===== src/rtl/cpu_pkg.sv =====
// Shared definitions for the CPU sequencer and main control: state codes,
// error codes and the opcodes the sequencer is willing to execute.
package cpu_pkg;

    typedef enum logic [2:0] {
        ST_IDLE    = 3'd0,
        ST_FETCH   = 3'd1,
        ST_DECODE  = 3'd2,
        ST_EXECUTE = 3'd3,
        ST_MEM     = 3'd4,
        ST_WB      = 3'd5,
        ST_HALT    = 3'd6
    } state_t;

    typedef enum logic [1:0] {
        ERR_NONE    = 2'd0,
        ERR_ILLEGAL = 2'd1,
        ERR_TIMEOUT = 2'd2,
        ERR_ECALL   = 2'd3
    } err_t;

    localparam logic [6:0] OP_R      = 7'b0110011;
    localparam logic [6:0] OP_IMM    = 7'b0010011;
    localparam logic [6:0] OP_LOAD   = 7'b0000011;
    localparam logic [6:0] OP_STORE  = 7'b0100011;
    localparam logic [6:0] OP_BRANCH = 7'b1100011;
    localparam logic [6:0] OP_SYSTEM = 7'b1110011;

    // True for opcodes that proceed to EXECUTE; SYSTEM is handled separately
    function automatic logic is_legal_op(input logic [6:0] op);
        return (op == OP_R) || (op == OP_IMM) || (op == OP_LOAD) ||
               (op == OP_STORE) || (op == OP_BRANCH);
    endfunction

endpackage


===== src/rtl/cpu_sequencer_wait_timer.sv =====
// Wait-cycle counter for the FETCH and MEM handshakes. expired flags the
// waiting cycle on which the count reaches MAX, so the caller can let a
// handshake on that same cycle take priority.
module wait_timer #(
    parameter int MAX = 255
) (
    input  logic clk,
    input  logic rst_n,
    input  logic clear,
    input  logic tick,
    output logic expired
);

    localparam int CW = (MAX < 2) ? 1 : $clog2(MAX + 1);

    logic [CW-1:0] count;

    assign expired = tick && (count == CW'(MAX - 1));

    // Count waiting cycles; held at zero outside the waiting states
    always_ff @(posedge clk or negedge rst_n) begin
        if (!rst_n) begin
            count <= '0;
        end else if (clear) begin
            count <= '0;
        end else if (tick && (count != CW'(MAX))) begin
            count <= count + CW'(1);
        end
    end

endmodule


===== src/rtl/cpu_sequencer.sv =====
// Multi-cycle instruction sequencer: steps fetch/decode/execute/mem/writeback,
// owns the program counter and retired-instruction count, and halts on
// illegal opcodes, ECALL or handshake timeout.
//
// state   | meaning
// IDLE    | waiting for start
// FETCH   | instruction memory enabled, waiting for instr_valid
// DECODE  | opcode check, ECALL / illegal go to HALT
// EXECUTE | route to MEM for loads/stores, else WB
// MEM     | data memory enabled, waiting for mem_ready
// WB      | register write strobe, pc and retired update
// HALT    | sticky until reset
module cpu_sequencer
    import cpu_pkg::*;
#(
    parameter int PC_W     = 10,
    parameter int WAIT_MAX = 255
) (
    input  logic            clk,
    input  logic            rst_n,
    input  logic            start,
    input  logic            instr_valid,
    input  logic [6:0]      opcode,
    input  logic            branch,
    input  logic            zero,
    input  logic            memread,
    input  logic            memwrite,
    input  logic [31:0]     imm,
    input  logic            mem_ready,
    output logic [2:0]      phase,
    output logic [PC_W-1:0] pc,
    output logic            ifetch_en,
    output logic            dmem_en,
    output logic            rf_we_en,
    output logic            halted,
    output logic [1:0]      err,
    output logic [15:0]     retired
);

    state_t          state;
    err_t            err_q;
    logic            waiting;
    logic            handshake;
    logic            expired;
    logic [PC_W-1:0] pc_next;
    logic            imm_unused;

    assign phase     = state;
    assign err       = err_q;
    assign ifetch_en = (state == ST_FETCH);
    assign dmem_en   = (state == ST_MEM);
    assign rf_we_en  = (state == ST_WB);

    assign waiting   = (state == ST_FETCH) || (state == ST_MEM);
    assign handshake = ((state == ST_FETCH) && instr_valid) ||
                       ((state == ST_MEM) && mem_ready);

    // imm is a byte offset; only the word-offset bits that fit the pc matter
    assign pc_next    = (branch && zero) ? pc + imm[PC_W+1:2] : pc + PC_W'(1);
    assign imm_unused = ^{imm[31:PC_W+2], imm[1:0]};

    wait_timer #(.MAX(WAIT_MAX)) u_wait_timer (
        .clk     (clk),
        .rst_n   (rst_n),
        .clear   (!waiting),
        .tick    (waiting && !handshake),
        .expired (expired)
    );

    // Sequencer state plus registered pc, retired, err and halted
    always_ff @(posedge clk or negedge rst_n) begin
        if (!rst_n) begin
            state   <= ST_IDLE;
            pc      <= '0;
            retired <= '0;
            err_q   <= ERR_NONE;
            halted  <= 1'b0;
        end else begin
            case (state)
                ST_IDLE: begin
                    if (start) state <= ST_FETCH;
                end
                ST_FETCH: begin
                    if (instr_valid) begin
                        state <= ST_DECODE;
                    end else if (expired) begin
                        state  <= ST_HALT;
                        err_q  <= ERR_TIMEOUT;
                        halted <= 1'b1;
                    end
                end
                ST_DECODE: begin
                    if (opcode == OP_SYSTEM) begin
                        state  <= ST_HALT;
                        err_q  <= ERR_ECALL;
                        halted <= 1'b1;
                    end else if (!is_legal_op(opcode)) begin
                        state  <= ST_HALT;
                        err_q  <= ERR_ILLEGAL;
                        halted <= 1'b1;
                    end else begin
                        state <= ST_EXECUTE;
                    end
                end
                ST_EXECUTE: begin
                    state <= (memread || memwrite) ? ST_MEM : ST_WB;
                end
                ST_MEM: begin
                    if (mem_ready) begin
                        state <= ST_WB;
                    end else if (expired) begin
                        state  <= ST_HALT;
                        err_q  <= ERR_TIMEOUT;
                        halted <= 1'b1;
                    end
                end
                ST_WB: begin
                    pc    <= pc_next;
                    state <= ST_FETCH;
                    if (retired != 16'hFFFF) retired <= retired + 16'd1;
                end
                ST_HALT: begin
                    state <= ST_HALT;
                end
                default: begin
                    state <= ST_IDLE;
                end
            endcase
        end
    end

endmodule

===== config.mk =====
export PLATFORM = sky130hd
export DESIGN_NAME = cpu_sequencer
export DESIGN_NICKNAME = d
export VERILOG_FILES = /design/src/rtl/cpu_pkg.sv /design/src/rtl/cpu_sequencer_wait_timer.sv /design/src/rtl/cpu_sequencer.sv
export SDC_FILE = /design/constraint.sdc
export NUM_CORES = 1
export LEC_CHECK = 0
export CORE_ASPECT_RATIO = 2
export CORE_UTILIZATION = 46
export CTS_CLUSTER_SIZE = 16
export DETAILED_ROUTE_END_ITERATION = 6
export GPL_ROUTABILITY_DRIVEN = 0
export PLACE_DENSITY = 0.83
export RECOVER_POWER = 25
export REMOVE_ABC_BUFFERS = 1
export SLEW_MARGIN = 10
export SYNTH_ARGS = -nofsm -noshare
export SYNTH_HDL_FRONTEND = slang
export SYNTH_SLANG_ARGS = --single-unit
export TNS_END_PERCENT = 20

===== constraint.sdc =====
create_clock -name clk -period 2.3 [get_ports clk]
set_input_delay 0.69 -clock clk [delete_from_list [all_inputs] [get_ports clk]]
set_output_delay 0.69 -clock clk [all_outputs]
set_load 0.01 [all_outputs]

Word level (Yosys, flattened, before mapping)
Index checks and enable logic that the tools add are counted.
Storage, ports and cells
  flip-flop bits (word level): 40
  bits of input ports: 48
  word-level logic and storage cells: 71
Operators by class
  $add $sub $neg: 4
  equality and inequality tests: 20
  mux-type cells: 23
  reductions and logical operators: 18
Operators by type and width (count)
  $pmux 3 s7: 1
  $mux 3: 6
  $add 16x1->16 const B: 1
  $mux 8: 2
  $ne 16x16->1 const B: 1
  $eq 7x6->1 const B: 2
  $eq 7x7->1 const B: 2
  $add 10x1->10 const B: 1
  $add 10x10->10: 1
  $mux 10: 1
  $mux 2: 5
  $eq 3x3->1 const B: 3
  $add 8x1->8 const B: 1
  $eq 8x8->1 const B: 1
  $ne 8x8->1 const B: 1
  $eq 7x2->1 const B: 1
  $eq 7x5->1 const B: 1
  $logic_or 1x1->1: 7
  $eq 3x2->1 const B: 2
  $logic_and 1x1->1: 6
  $mux 1: 6
  $ne 2x2->1 const B: 3
  $pmux 2 s3: 1
  $reduce_and 4->1: 1
  other kinds (8): 8

Longest topological paths before layout
  depth in word-level cells: 9
  gate-level depth with buffers: 9

Modules after synthesis
From an unflattened synthesis, not the netlist that was laid out.
Unflattened totals
  cells, all modules: 273
  area, all modules: 2526.2 um^2
By module, submodules not included
  cpu_sequencer: instances 1, cells an instance 222, area an instance 2025.7 um^2, seq. area each 800.8 um^2
  wait_timer: instances 1, cells an instance 51, area an instance 500.5 um^2, seq. area each 200.2 um^2

Worst setup path after synthesis
No wires, ideal clock.
  path type: input to register
  start: input branch
  end: register pc[9]
  arrival time: 2.486 ns
  slack: -0.307 ns
  cell stages on the path: 8
  path buffers: 1
  path through: clkbuf_1 -> and3_1 -> ha_1 -> and3_1 -> a2111oi_2 -> o21ai_0 -> mux2i_1 -> a41o_1
Between the ends
  word-level cells in the longest chain between the ends: 2
RTL lines
  start: declaration: line cpu_sequencer.sv:24  | input logic branch,
  $logic_and 1x1->1: line cpu_sequencer.sv:59  | assign pc_next = (branch && zero) ? pc + imm[PC_W+1:2] : pc + PC_W'(1);
  $mux 10: line cpu_sequencer.sv:59
  end signal: assignment: line cpu_sequencer.sv:118  | pc <= pc_next;
  end: declaration: line cpu_sequencer.sv:31  | output logic [PC_W-1:0] pc,
Every way passes these cells.
A chain may end at the register's enable or synchronous reset.

Worst setup path after layout
  start: input imm[2]
  end: register pc[8]
Between the ends
  word-level cells in the longest chain between the ends: 2
RTL lines
  start: declaration: line cpu_sequencer.sv:28  | input logic [31:0] imm,
  $add 10x10->10: line cpu_sequencer.sv:59
  $mux 10: line cpu_sequencer.sv:59
Every way passes these cells.

==> insert_results.sql <==
INSERT INTO impl_metrics (metric_group, metric, value, unit) VALUES
('critical_path', 'maximum_net_fanout_on_the_critical_path', '2', ''),
('cells_and_area', 'finish.utilization', '72.2', '%'),
('global_route', 'antenna_found_initial', '0', ''),
('power', 'vdd_ir_drop_max', '0.000808', 'V'),
('critical_path', 'cp.buffers_inverters', '1', ''),
('critical_path', 'crit_path_start', 'imm[2]', ''),
('sta', 'max_slew.worst_pin.slew', '1.02', 'ns'),
('sta', 'timing.slew.headroom', '32.2', '%'),
('critical_path', 'worst_reg2reg_startpoint', 'phase[1]', ''),
('critical_path', 'r2r.worst_path.cells', '8', ''),
('hold_path', 'min_path_type', 'flip-flop to flip-flop', ''),
('route', 'vias', '2372', ''),
('sta', 'maxSlewViolCount', '0', ''),
('cells_and_area', 'area.growth.synth_to_final', '51.1', '%'),
('synth', 'synth_cell_type_count', '48', ''),
('floorplanning', 'design.die.area', '5650', 'um^2'),
('cells_and_area', 'final_cell_area', '3710', 'um^2'),
('placed_design', 'dp.final_hpwl', '4580', 'um'),
('sta', 'finalHoldViolations', '0', ''),
('placed_design', 'total_instance_count_after_detailed_placement', '403', ''),
('clock_network', 'clockBufferDepth', '2', ''),
('critical_path', 'path_cells', 'clkdlybuf4s15_1, nand3b_1, ha_2, fa_2, a211oi_2, o21bai_2, a221oi_2, xor2_1, o21ai_1', ''),
('floorplanning', 'design.core.area', '5140', 'um^2'),
('clock_network', 'numClockSinks', '40', ''),
('clock_network', 'post_cts_hold_buffer_count', '0', ''),
('synth', 'count_of_state_elements_after_synthesis', '40', ''),
('synth', 'synth_largest_area_cell', 'dfrtp_1', ''),
('synth', 'synth_edf_count', '0', ''),
('synth', 'synthCells', '266', ''),
('synth', 'avgSynthCellArea', '9.23', 'um^2'),
('global_route', 'first_global_vias', '2448', ''),
('critical_path', 'slowest_stage', 'fa_2', ''),
('global_route', 'globalRouteTotalUtil', '25.8', '%'),
('power', 'power_per_cell_area', '971', 'nW/um^2'),
('sta', 'finalCritPeriodShare', '98.5', '%'),
('floorplanning', 'core.rowCount', '37', ''),
('route', 'vias_per_cell', '5.66', ''),
('floorplanning', 'initial_core_util', '47.8', '%'),
('critical_path', 'reg2reg_slack', '0.23', 'ns'),
('status', 'outcome', 'complete, no violations', ''),
('synth', 'yosys_most_used_dff', 'dfrtp_1', ''),
('synth', 'yosysSeqAreaShare', '40.8', '%'),
('critical_path', 'critical_path.top_delay_family', 'compound AO/OA/AOI/OAI gates', ''),
('global_route', 'globalRouteOverflowTotal', '0', ''),
('clock_network', 'clk_transition_reported_paths', '0.08', 'ns'),
('route', 'post_drt_wl_per_cell', '16.0', 'um'),
('critical_path', 'start_kind', 'input pin', ''),
('cells_and_area', 'antenna-diode-count', '0', ''),
('placed_design', 'placement.io_buffers', '60', ''),
('route', 'route.final.wire_length', '6680', 'um'),
('synth', 'synthesis.area', '2450', 'um^2'),
('route', 'drt_pre_antenna_iters', '4', ''),
('job', 'cap_violations', '0', ''),
('placed_design', 'postPlaceCellArea', '3290', 'um^2'),
('placed_design', 'place_ws', '-0.895', 'ns'),
('floorplanning', 'die_height', '105', 'um'),
('critical_path', 'data_required_time_at_the_worst_endpoint', '2.49', 'ns'),
('sta', 'final.hold.worst_slack', '0.487', 'ns'),
('critical_path', 'cp_data_arrival_time', '2.45', 'ns'),
('sta', 'setup_viol', '0', ''),
('synth', 'async_reset_ff_share', '100', '%'),
('critical_path', 'timing.critical_path.depth', '9', ''),
('floorplanning', 'design.portCount', '83', ''),
('sta', 'sum_neg_setup_slack', '0', 'ns'),
('clock_network', 'cts_htree_levels', '2', ''),
('critical_path', 'crit_end', 'pc[8]', ''),
('synth', 'synth_top_area_share', '40.8', '%'),
('route', 'first_iter_violations', '47', ''),
('power', 'post-layout-total-power', '3.60', 'mW'),
('sta', 'fmax', '441', 'MHz'),
('critical_path', 'worst_setup_path_end_kind', 'flip-flop', '');
-- cells by family (layout without fill, tap and decap cells) --
group,Yosys count,in the layout,synth area share [%]
flops,40,40,40.8
mux,6,6,2.60
xor+xnor,21,21,7.49
simple gates,105,105,23.0
buf+inv,22,117,3.87
compound gates,59,59,15.3
fa+ha+maj,13,13,6.93
-- cell usage in the layout, fill, tap and decap left out, types with 6 or more instances in the layout --
| cell type | n |
|---|---|
| xor2_1 | 9 |
| clkdlybuf4s50_1 | 46 |
| o21ai_0 | 21 |
| nor2_1 | 11 |
| xnor2_1 | 12 |
| nand2_1 | 28 |
| and3_4 | 11 |
| ha_4 | 7 |
| a21oi_1 | 8 |
| dfrtp_1 | 37 |
| buf_4 | 33 |
| nor3_1 | 11 |
| inv_1 | 12 |
| nand3_1 | 14 |
| a21o_1 | 6 |
| dlygate4sd2_1 | 6 |
-- flip-flops by register name, summed over array words and instances, names as in the netlist --
signal / cells
err: 2
halted: 1
pc: 10
phase: 3
retired: 16
u_wait_timer.count: 8
-- cells in the mapped netlist, types with 2 or more instances --
master     n
or2_2      2
a211oi_1   3
mux2i_1    3
o31ai_1    2
buf_2      4
nor4_2     2
nand3_1   14
a31oi_1    2
a21o_1     6
o21ai_0   23
nor3b_1    8
and3_1    15
clkbuf_1   4
nand2_1   29
dfrtp_1   40
inv_1     12
nor3_1    11
xnor2_1   12
and4_1     2
ha_1      12
a21oi_1   10
mux2_2     3
nor2_1    11
nand4_1    4
xor2_1     9
-- what timing repair did --
item,in CTS,in global routing
setup buffers,6,2
hold endpoints to repair,0,0
pin swaps,15,13
resized for setup,46,25
cloned,0,0
endpoints found under the setup margin,9,8
-- cell type report --
class / count / area, um^2
clock buffers: 5 / 68.8
clock inverters: 3 / 42.5
fillers: 354 / 1430
inverters: 12 / 45.0
multi-input cells: 204 / 1590
flip-flops and latches: 40 / 1000
well taps: 58 / 72.6
repair buffers: 97 / 883
-- report_power, final --
part	switching, mW	leakage [nW]	internal [mW]
logic	0.844	1.09	1.04
registers	0.245	0.513	0.886
clock network	0.264	0.0541	0.321
-- metal layers --
layer	track usage, %	routed length [um]	up-vias
met5	0	0	-
met4	13.7	210	0
met3	4.33	217	21
met2	46.3	3720	62
met1	26.4	2530	1147
li1	-	-	1142
-- worst min-delay path by stage --
stage | from | end | slack [ns] | cells after the start
2_1_floorplan | rst_n | err[0] | 0.39 | 0
6_report | halted | halted | 0.49 | 1
3_3_place_gp | halted | halted | 0.45 | 1
3_5_place_dp | halted | halted | 0.47 | 1
4_1_cts | rst_n | u_wait_timer.count[4] | 0.46 | 2
5_1_grt | halted | halted | 0.51 | 1
Note: power is estimated with default switching activity, not from simulation.
